`config.mk`:
```
export PLATFORM = sky130hd
export DESIGN_NAME = sram_fill_ctrl_flat
export DESIGN_NICKNAME = d
export VERILOG_FILES = /design/src/rtl/sram_fill_ctrl_if.sv /design/src/rtl/sram_fill_ctrl.sv /design/src/flat_wrapper.sv
export SDC_FILE = /design/constraint.sdc
export NUM_CORES = 1
export LEC_CHECK = 0
export CORE_MARGIN = 2
export CORE_UTILIZATION = 35
export CTS_CLUSTER_DIAMETER = 60
export CTS_CLUSTER_SIZE = 28
export DETAILED_ROUTE_END_ITERATION = 7
export SKIP_CTS_REPAIR_TIMING = 1
export SYNTH_ARGS = -nofsm -noshare
export SYNTH_HDL_FRONTEND = slang
export SYNTH_SLANG_ARGS = --single-unit
```
`constraint.sdc`:
```
create_clock -name clk -period 5 [get_ports clk]
set_input_delay 0.5 -clock clk [delete_from_list [all_inputs] [get_ports clk]]
set_output_delay 0.5 -clock clk [all_outputs]
set_load 0.05 [all_outputs]
```
`src/rtl/sram_fill_ctrl_if.sv`:
```
// rtl/sram_fill_ctrl_if.sv - pipeline request and SRAM pin bundle for sram_fill_ctrl
interface sram_fill_ctrl_if;
   logic        MEM_R_EN;
   logic        MEM_W_EN;
   logic [31:0] address;
   logic [31:0] writeData;
   logic        cache_hit;
   logic        pause;
   logic        fill_valid;
   logic [63:0] fill_data;
   logic [17:0] sram_addr;
   logic [15:0] sram_dq_out;
   logic [15:0] sram_dq_in;
   logic        sram_dq_oe;
   logic        sram_we_n;
   logic        sram_oe_n;

   modport slave (
      input  MEM_R_EN, MEM_W_EN, address, writeData, cache_hit, sram_dq_in,
      output pause, fill_valid, fill_data, sram_addr, sram_dq_out, sram_dq_oe,
             sram_we_n, sram_oe_n
   );

   modport master (
      output MEM_R_EN, MEM_W_EN, address, writeData, cache_hit, sram_dq_in,
      input  pause, fill_valid, fill_data, sram_addr, sram_dq_out, sram_dq_oe,
             sram_we_n, sram_oe_n
   );
endinterface

```
`src/rtl/sram_fill_ctrl.sv`:
```
// rtl/sram_fill_ctrl.sv - cache line fill and word store sequencer for a 16-bit SRAM
// A miss reads four halfwords into a 64-bit line; a store writes two halfwords.
module sram_fill_ctrl #(
   parameter int ACC_CYCLES = 2
) (
   input  logic            clk,
   input  logic            rst,
   sram_fill_ctrl_if.slave bus
);
   typedef enum logic [1:0] {IDLE, READ, WRITE, DONE} state_t;
   localparam logic [3:0] LAST = 4'(ACC_CYCLES - 1);

   state_t      state;
   logic [3:0]  acc_cnt;
   logic [1:0]  hw_cnt;
   logic [16:0] addr_lat;   // address[18:2]; a read line uses addr_lat[16:1]
   logic [15:0] wdata_hi;
   logic        fill_valid_r;
   logic [63:0] fill_data_r;
   logic [17:0] sram_addr_r;
   logic [15:0] dq_out_r;
   logic        dq_oe_r;
   logic        we_n_r;
   logic        oe_n_r;
   logic        rd_miss;
   logic        access_end;
   logic        unused_addr_bits;

   assign rd_miss          = bus.MEM_R_EN && !bus.cache_hit;
   assign access_end       = (acc_cnt == LAST);
   assign unused_addr_bits = &{1'b0, bus.address[31:19], bus.address[1:0]};

   assign bus.pause       = (rd_miss || bus.MEM_W_EN) && (state != DONE);
   assign bus.fill_valid  = fill_valid_r;
   assign bus.fill_data   = fill_data_r;
   assign bus.sram_addr   = sram_addr_r;
   assign bus.sram_dq_out = dq_out_r;
   assign bus.sram_dq_oe  = dq_oe_r;
   assign bus.sram_we_n   = we_n_r;
   assign bus.sram_oe_n   = oe_n_r;

   always_ff @(posedge clk or posedge rst) begin
      if (rst) begin
         state        <= IDLE;
         acc_cnt      <= '0;
         hw_cnt       <= '0;
         addr_lat     <= '0;
         wdata_hi     <= '0;
         fill_valid_r <= 1'b0;
         fill_data_r  <= '0;
         sram_addr_r  <= '0;
         dq_out_r     <= '0;
         dq_oe_r      <= 1'b0;
         we_n_r       <= 1'b1;
         oe_n_r       <= 1'b1;
      end else begin
         fill_valid_r <= 1'b0;
         case (state)
            IDLE: begin
               acc_cnt <= '0;
               hw_cnt  <= '0;
               if (rd_miss) begin
                  state       <= READ;
                  addr_lat    <= bus.address[18:2];
                  sram_addr_r <= {bus.address[18:3], 2'b00};
                  oe_n_r      <= 1'b0;
               end else if (bus.MEM_W_EN) begin
                  state       <= WRITE;
                  addr_lat    <= bus.address[18:2];
                  wdata_hi    <= bus.writeData[31:16];
                  sram_addr_r <= {bus.address[18:2], 1'b0};
                  dq_out_r    <= bus.writeData[15:0];
                  dq_oe_r     <= 1'b1;
                  we_n_r      <= 1'b0;
               end
            end
            READ: begin
               if (access_end) begin
                  // Sample on the last cycle of the access so the SRAM has settled.
                  fill_data_r[{hw_cnt, 4'd0} +: 16] <= bus.sram_dq_in;
                  acc_cnt <= '0;
                  hw_cnt  <= hw_cnt + 2'd1;
                  if (hw_cnt == 2'd3) begin
                     state        <= DONE;
                     oe_n_r       <= 1'b1;
                     fill_valid_r <= 1'b1;
                  end else begin
                     sram_addr_r <= {addr_lat[16:1], hw_cnt + 2'd1};
                  end
               end else begin
                  acc_cnt <= acc_cnt + 4'd1;
               end
            end
            WRITE: begin
               if (access_end) begin
                  acc_cnt <= '0;
                  if (hw_cnt[0]) begin
                     state   <= DONE;
                     dq_oe_r <= 1'b0;
                     we_n_r  <= 1'b1;
                  end else begin
                     hw_cnt      <= 2'd1;
                     sram_addr_r <= {addr_lat, 1'b1};
                     dq_out_r    <= wdata_hi;
                     we_n_r      <= 1'b0;
                  end
               end else begin
                  // Release the write strobe one cycle before the access ends for hold time.
                  acc_cnt <= acc_cnt + 4'd1;
                  we_n_r  <= (acc_cnt + 4'd1 == LAST);
               end
            end
            DONE: begin
               state <= IDLE;
            end
            default: state <= IDLE;
         endcase
      end
   end
endmodule

```
`src/flat_wrapper.sv`:
```
// flat-port wrapper written by rule: the top's interface ports become plain ports
module sram_fill_ctrl_flat 
#(
   parameter int ACC_CYCLES = 2
)
  (clk, rst, bus_MEM_R_EN, bus_MEM_W_EN, bus_address, bus_writeData, bus_cache_hit, bus_sram_dq_in, bus_pause, bus_fill_valid, bus_fill_data, bus_sram_addr, bus_sram_dq_out, bus_sram_dq_oe, bus_sram_we_n, bus_sram_oe_n);
  sram_fill_ctrl_if bus_i ();
  input  logic clk;
  input  logic rst;
  input wire logic [$bits(bus_i.MEM_R_EN)-1:0] bus_MEM_R_EN;
  input wire logic [$bits(bus_i.MEM_W_EN)-1:0] bus_MEM_W_EN;
  input wire logic [$bits(bus_i.address)-1:0] bus_address;
  input wire logic [$bits(bus_i.writeData)-1:0] bus_writeData;
  input wire logic [$bits(bus_i.cache_hit)-1:0] bus_cache_hit;
  input wire logic [$bits(bus_i.sram_dq_in)-1:0] bus_sram_dq_in;
  output wire logic [$bits(bus_i.pause)-1:0] bus_pause;
  output wire logic [$bits(bus_i.fill_valid)-1:0] bus_fill_valid;
  output wire logic [$bits(bus_i.fill_data)-1:0] bus_fill_data;
  output wire logic [$bits(bus_i.sram_addr)-1:0] bus_sram_addr;
  output wire logic [$bits(bus_i.sram_dq_out)-1:0] bus_sram_dq_out;
  output wire logic [$bits(bus_i.sram_dq_oe)-1:0] bus_sram_dq_oe;
  output wire logic [$bits(bus_i.sram_we_n)-1:0] bus_sram_we_n;
  output wire logic [$bits(bus_i.sram_oe_n)-1:0] bus_sram_oe_n;
  assign bus_i.MEM_R_EN = bus_MEM_R_EN;
  assign bus_i.MEM_W_EN = bus_MEM_W_EN;
  assign bus_i.address = bus_address;
  assign bus_i.writeData = bus_writeData;
  assign bus_i.cache_hit = bus_cache_hit;
  assign bus_i.sram_dq_in = bus_sram_dq_in;
  assign bus_pause = bus_i.pause;
  assign bus_fill_valid = bus_i.fill_valid;
  assign bus_fill_data = bus_i.fill_data;
  assign bus_sram_addr = bus_i.sram_addr;
  assign bus_sram_dq_out = bus_i.sram_dq_out;
  assign bus_sram_dq_oe = bus_i.sram_dq_oe;
  assign bus_sram_we_n = bus_i.sram_we_n;
  assign bus_sram_oe_n = bus_i.sram_oe_n;
  sram_fill_ctrl #(.ACC_CYCLES(ACC_CYCLES)) u_core (.clk(clk), .rst(rst), .bus(bus_i));
endmodule
```
Yosys cells after proc, flatten, opt, wreduce, memory -nomap -nowiden --
Index checks and enable logic that the tools add are counted.
Storage, ports and cells: register bits after elaboration 143, input bits 85
Cells by class: add/subtract/negate cells 3, shift operators 2, reduce and logical (&&, ||, !) cells 22, bitwise logic cells 1, equal/unequal tests 17, multiplexer cells 45
Operators with widths (count):
- 18-bit two-way mux | 6
- 64-bit bitwise mux | 1
- 16-bit two-way mux | 4
- 16-bit by 8-bit variable shift with 64-bit output, first input constant | 1
- 16-bit by 8-bit variable part select with 64-bit output | 1
- 18-bit case mux with 3 select lines | 1
- 17-bit two-way mux | 2
- 16-bit case mux with 2 select lines | 1
- 2-bit two-way mux | 9
- 5-bit AND reduction | 3
- 1-bit two-way mux | 14
- 2-bit by 1-bit inequality test with 1-bit output, second input constant | 5
- 2-bit inequality test, second input constant | 5
- 3-bit AND reduction | 3
- 4-bit by 1-bit equality test with 1-bit output, second input constant | 2
- 6-bit negator with 8-bit output | 1
- 2-bit case mux with 4 select lines | 1
- 4-bit case mux with 2 select lines | 1
- 4-bit AND reduction | 2
- 2-bit nonzero test | 4
- 2-bit equality test, second input constant | 3
- 1-bit case mux with 2 select lines | 3
- 2-bit case mux with 3 select lines | 1
- 6-bit AND reduction | 1
- 13 further kinds | 15

Logic depth before layout (Yosys ltp) --
depth after elaboration 4, depth in mapped cells 9, depth with buffers taken out 7

Worst setup path after synthesis --
No wires, ideal clock.
path kind register to register, start point register u_core.state[0], end point register u_core.sram_addr_r[1] (netlist: u_core.bus.sram_addr[1]), data required time 4.875 ns, arrival time 2.194 ns, slack 2.680 ns, cell stages (with the launch flop) 10, path buffers 3, setup time 0.125 ns, path through dfrtp_1 -> inv_1 -> ha_1 -> buf_4 -> or2_2 -> a21oi_4 -> or3b_1 -> buf_6 -> buf_12 -> mux2_4
Between the ends: cells in the longest elaborated chain, start to end 3, elaborated cells between the ends (all ways) 11, those cells by class eq/ne: 7; mux: 1; reduce/logical: 3
RTL lines:
- from (decl) | RTL line sram_fill_ctrl.sv:13 | state_t state;
- from (signal assigned) | RTL line sram_fill_ctrl.sv:44 | state <= IDLE;
- from (signal assigned) | RTL line sram_fill_ctrl.sv:63 | state <= READ;
- from (signal assigned) | RTL line sram_fill_ctrl.sv:68 | state <= WRITE;
- 2-bit by 1-bit equality test with 1-bit output, or another cell as far along | RTL line sram_fill_ctrl.sv:58 | case (state)
- 2-bit by 1-bit inequality test with 1-bit output (no line), or another cell as far along
- 6-bit AND reduction (no line)
- to (signal assigned) | RTL line sram_fill_ctrl.sv:65 | sram_addr_r <= {bus.address[18:3], 2'b00};
- to (signal assigned) | RTL line sram_fill_ctrl.sv:71 | sram_addr_r <= {bus.address[18:2], 1'b0};
- to (signal assigned) | RTL line sram_fill_ctrl.sv:88 | sram_addr_r <= {addr_lat[16:1], hw_cnt + 2'd1};
- to (decl) | RTL line sram_fill_ctrl.sv:20 | logic [17:0] sram_addr_r;
Parallel ways exist; a longest one is shown, timed or not. A chain may end at the register's enable or synchronous reset.

Worst setup path in the final report --
start point register u_core.state[0], end point register u_core.sram_addr_r[17] (netlist: u_core.bus.sram_addr[17])
The elaborated chain is that of the path after synthesis.

==> reports/metrics.csv <==
stage,metric,value,unit
timing,fmax,350,MHz
finish,nets,877,
timing,setup_violations,0,
placement,gp_congestion,0.791,
cts,ctsLongestPathBuffers,2,
placement,place_area,8280,um^2
setup_path,crit_type,reg2reg,
detailed_routing,drtPass1Iterations,4,
timing,finalSetupTns,0,ns
timing,hold_viol,0,
finish,regArea,3580,um^2
finish,drive_gt1_share,14.8,%
setup_path,cp_slowest_cell,or3b_1,
setup_path,r2r_slack,2.14,ns
detailed_routing,wl_per_cell,16.5,um
floorplan,die_h,140,um
detailed_routing,drc,0,
global_routing,gr-total-overflow,0,
synthesis,synthTopCellsByArea,"dfrtp_1, mux2_2, nand2_1",
floorplan,die_w,140,um
placement,io_buffer_count,172,
synthesis,synth_common_cells,"nand2_1, dfrtp_1, o21ai_0",
placement,dp.cells,989,
min_path,hp-class,reg2reg,
synthesis,avgSynthCellArea,10.4,um^2
setup_path,end_kind,flop,
min_path,hold_path_depth,2,
detailed_routing,num_vias,5040,
cts,clkTransAtPathRegs,0.06,ns
synthesis,synth_top_area_share,54.9,%
detailed_routing,wirelength,16.9,mm
global_routing,track_usage,17.6,%
synthesis,yosysTopAreaCell,dfrtp_1,
min_path,holdPathEnd,u_core.bus.fill_data[62]$_DFFE_PP0P_,
finish,final_area,8900,um^2
synthesis,syn_nets,718,
cts,cts.sink_count,143,
synthesis,ys_warn_count,0,
setup_path,crit_top_cell,inv_1,
finish,antenna_cells,0,
timing,rsz0062_at_grt,false,
floorplan,coreArea,18000,um^2
synthesis,synthCells,620,
synthesis,netlist_area,6430,um^2
cts,cts_tree,yes,
detailed_routing,drt_iter0_drc,214,
power,peakVddDrop,395,uV
finish,fill_cells,1627,
timing,fin_worst_skew,0.00803,ns
synthesis,yosysMostFrequentCell,nand2_1,
floorplan,start_util,35.7,%
finish,area_growth,38.4,%
global_routing,first_global_vias,5054,
setup_path,crit_chain,inv_1 > ha_1 > inv_1 > nor3_1 > or3b_1 > mux2_2,
synthesis,ys.flop_type,dfrtp_1,
global_routing,grt_pass1_wl,27.2,mm
power,power.leakage,0.00390,uW
timing,slew_headroom,16.0,%
placement,hpwl,11.8,mm
synthesis,synthArstFlopShare,100,%
synthesis,seq_area_frac_synth,55.7,%
setup_path,arrival,3.16,ns
cts,clk_latency,0.42,ns
flow_run,max_cap_violations,0,
cts,clockRootBuffer,clkbuf_16,
setup_path,cp_max_fo,18,
global_routing,grt_max_degree,112,
detailed_routing,drtAntennaViolNets,0,
synthesis,synth-edff-count,0,
placement,place_ws,2.04,ns
finish,multi_input_area,2550,um^2
setup_path,cpPeakStageDelay,0.88,ns
timing,setup_ws,2.14,ns
floorplan,fp-row-count,49,
setup_path,r2r-end,u_core.bus.sram_addr[17]$_DFFE_PP0P_,
timing,tightest_slew,1.26,ns
min_path,hp-start,u_core.bus.fill_data[62]$_DFFE_PP0P_,
detailed_routing,viasPerCell,4.94,
synthesis,synth_cell_types,44,
floorplan,fp.dieArea,19500,um^2
timing,post-route-period-util,57.2,%
setup_path,r2r_cells,6,
timing,slew_violations,0,
synthesis,synth_seq_cells,143,
floorplan,io_pins,188,
status,status,"complete, no violations",
timing,fin_crit,2.86,ns
power,finalPower,6830,uW
finish,layout.cells.non_filler,1021,
setup_path,required,5.30,ns
power,pwr_density_cell,768,nW/um^2
cts,cts_made_buffers,17,
global_routing,antenna_found_initial,0,
setup_path,worstReg2RegStart,u_core.state[0]$_DFFE_PP0P_,
cts,cts_htree_levels,4,
setup_path,start_kind,flop,
-- metal layers --
layer | track usage [%] | vias up | wire length [um]
li1 | - | 2400 | -
met1 | 22.9 | 2459 | 7330
met2 | 28.7 | 163 | 8310
met3 | 5.37 | 18 | 1010
met4 | 4.84 | 0 | 193
met5 | 0 | - | 0
-- cell usage in the layout (no fill, tap or decap), drive strengths merged --
cell	netlist	layout
nand3b	1	1
bufinv	0	4
nand2	172	172
a21oi	7	7
inv	24	26
clkdlybuf4s50	0	172
buf	7	4
dfstp	2	2
o21a	1	1
or2	1	1
a22o	2	2
clkinv	2	5
nor3	3	3
o22ai	18	18
nand2b	2	2
nand4	1	1
mux2i	3	3
clkbuf	28	19
a31oi	2	2
mux2	67	67
nor3b	4	4
ha	13	13
or3b	2	2
clkinvlp	0	4
a211oi	1	1
and2b	1	1
o21ai	72	72
a21boi	1	1
a2bb2oi	1	1
nor2b	3	3
a21o	2	2
nor2	8	8
a221o	1	1
dfrtp	141	141
a32o	1	1
nand3	25	25
-- critical path: cells and delay by family, from the launching register on --
kind	cells	cell delay, ns
mux	1	0.43
simple gates	2	1.27
fa+ha+maj	1	0.36
buf+inv	2	0.26
flops	1	0.42
-- flip-flops by register name (all words and copies together) (netlist names), 2 cells and up --
name,cells
u_core.wdata_hi,16
u_core.state,2
u_core.bus.fill_data,64
u_core.addr_lat,17
u_core.acc_cnt,4
u_core.bus.sram_dq_out,16
u_core.hw_cnt,2
u_core.bus.sram_addr,18
-- power breakdown --
group	switching, uW	internal (uW)	total, uW
clock	500	836	1340
sequential	278	1650	1930
combinational	2210	1360	3570
total	2990	3840	6830
-- worst max-delay path by stage --
stage	from	cells past startpoint	slack, ns	end
4_1_cts	u_core.state[0]$_DFFE_PP0P_	6	2.15	u_core.bus.sram_addr[17]$_DFFE_PP0P_
2_1_floorplan	rst	1	0.67	u_core.acc_cnt[0]$_DFFE_PP0P_
6_report	u_core.state[0]$_DFFE_PP0P_	6	2.14	u_core.bus.sram_addr[17]$_DFFE_PP0P_
3_5_place_dp	bus_cache_hit	5	2.04	u_core.bus.sram_addr[17]$_DFFE_PP0P_
5_1_grt	u_core.state[0]$_DFFE_PP0P_	6	1.96	u_core.bus.sram_addr[17]$_DFFE_PP0P_
3_3_place_gp	bus_cache_hit	5	2.12	u_core.bus.sram_addr[14]$_DFFE_PP0P_
-- metrics by stage --
stage	hold WS (ns)	utilization, %
4_1_cts	0.478	49.4
3_3_place_gp	0.459	45.9
2_1_floorplan	0.450	-
3_5_place_dp	0.464	45.9
5_1_grt	0.502	49.4
6_report	0.469	49.4
-- cell type report --
cell class	instances	share of cell area (%)
Clock buffer	19	4.87
Clock inverter	13	2.10
Inverter	26	1.15
Multi-Input combinational cell	415	28.7
Sequential cell	143	40.3
Tap cell	229	3.22
Timing Repair Buffer	176	19.7
-- logic make-up after synthesis --
kind of cell | count (synthesis) | share of synthesized area (%)
compound gates | 109 | 9.63
fa+ha+maj | 13 | 2.53
buf+inv | 62 | 4.94
flops | 143 | 55.7
mux | 70 | 12.7
simple gates | 223 | 14.5
Note: power is estimated with default switching activity, not from simulation.
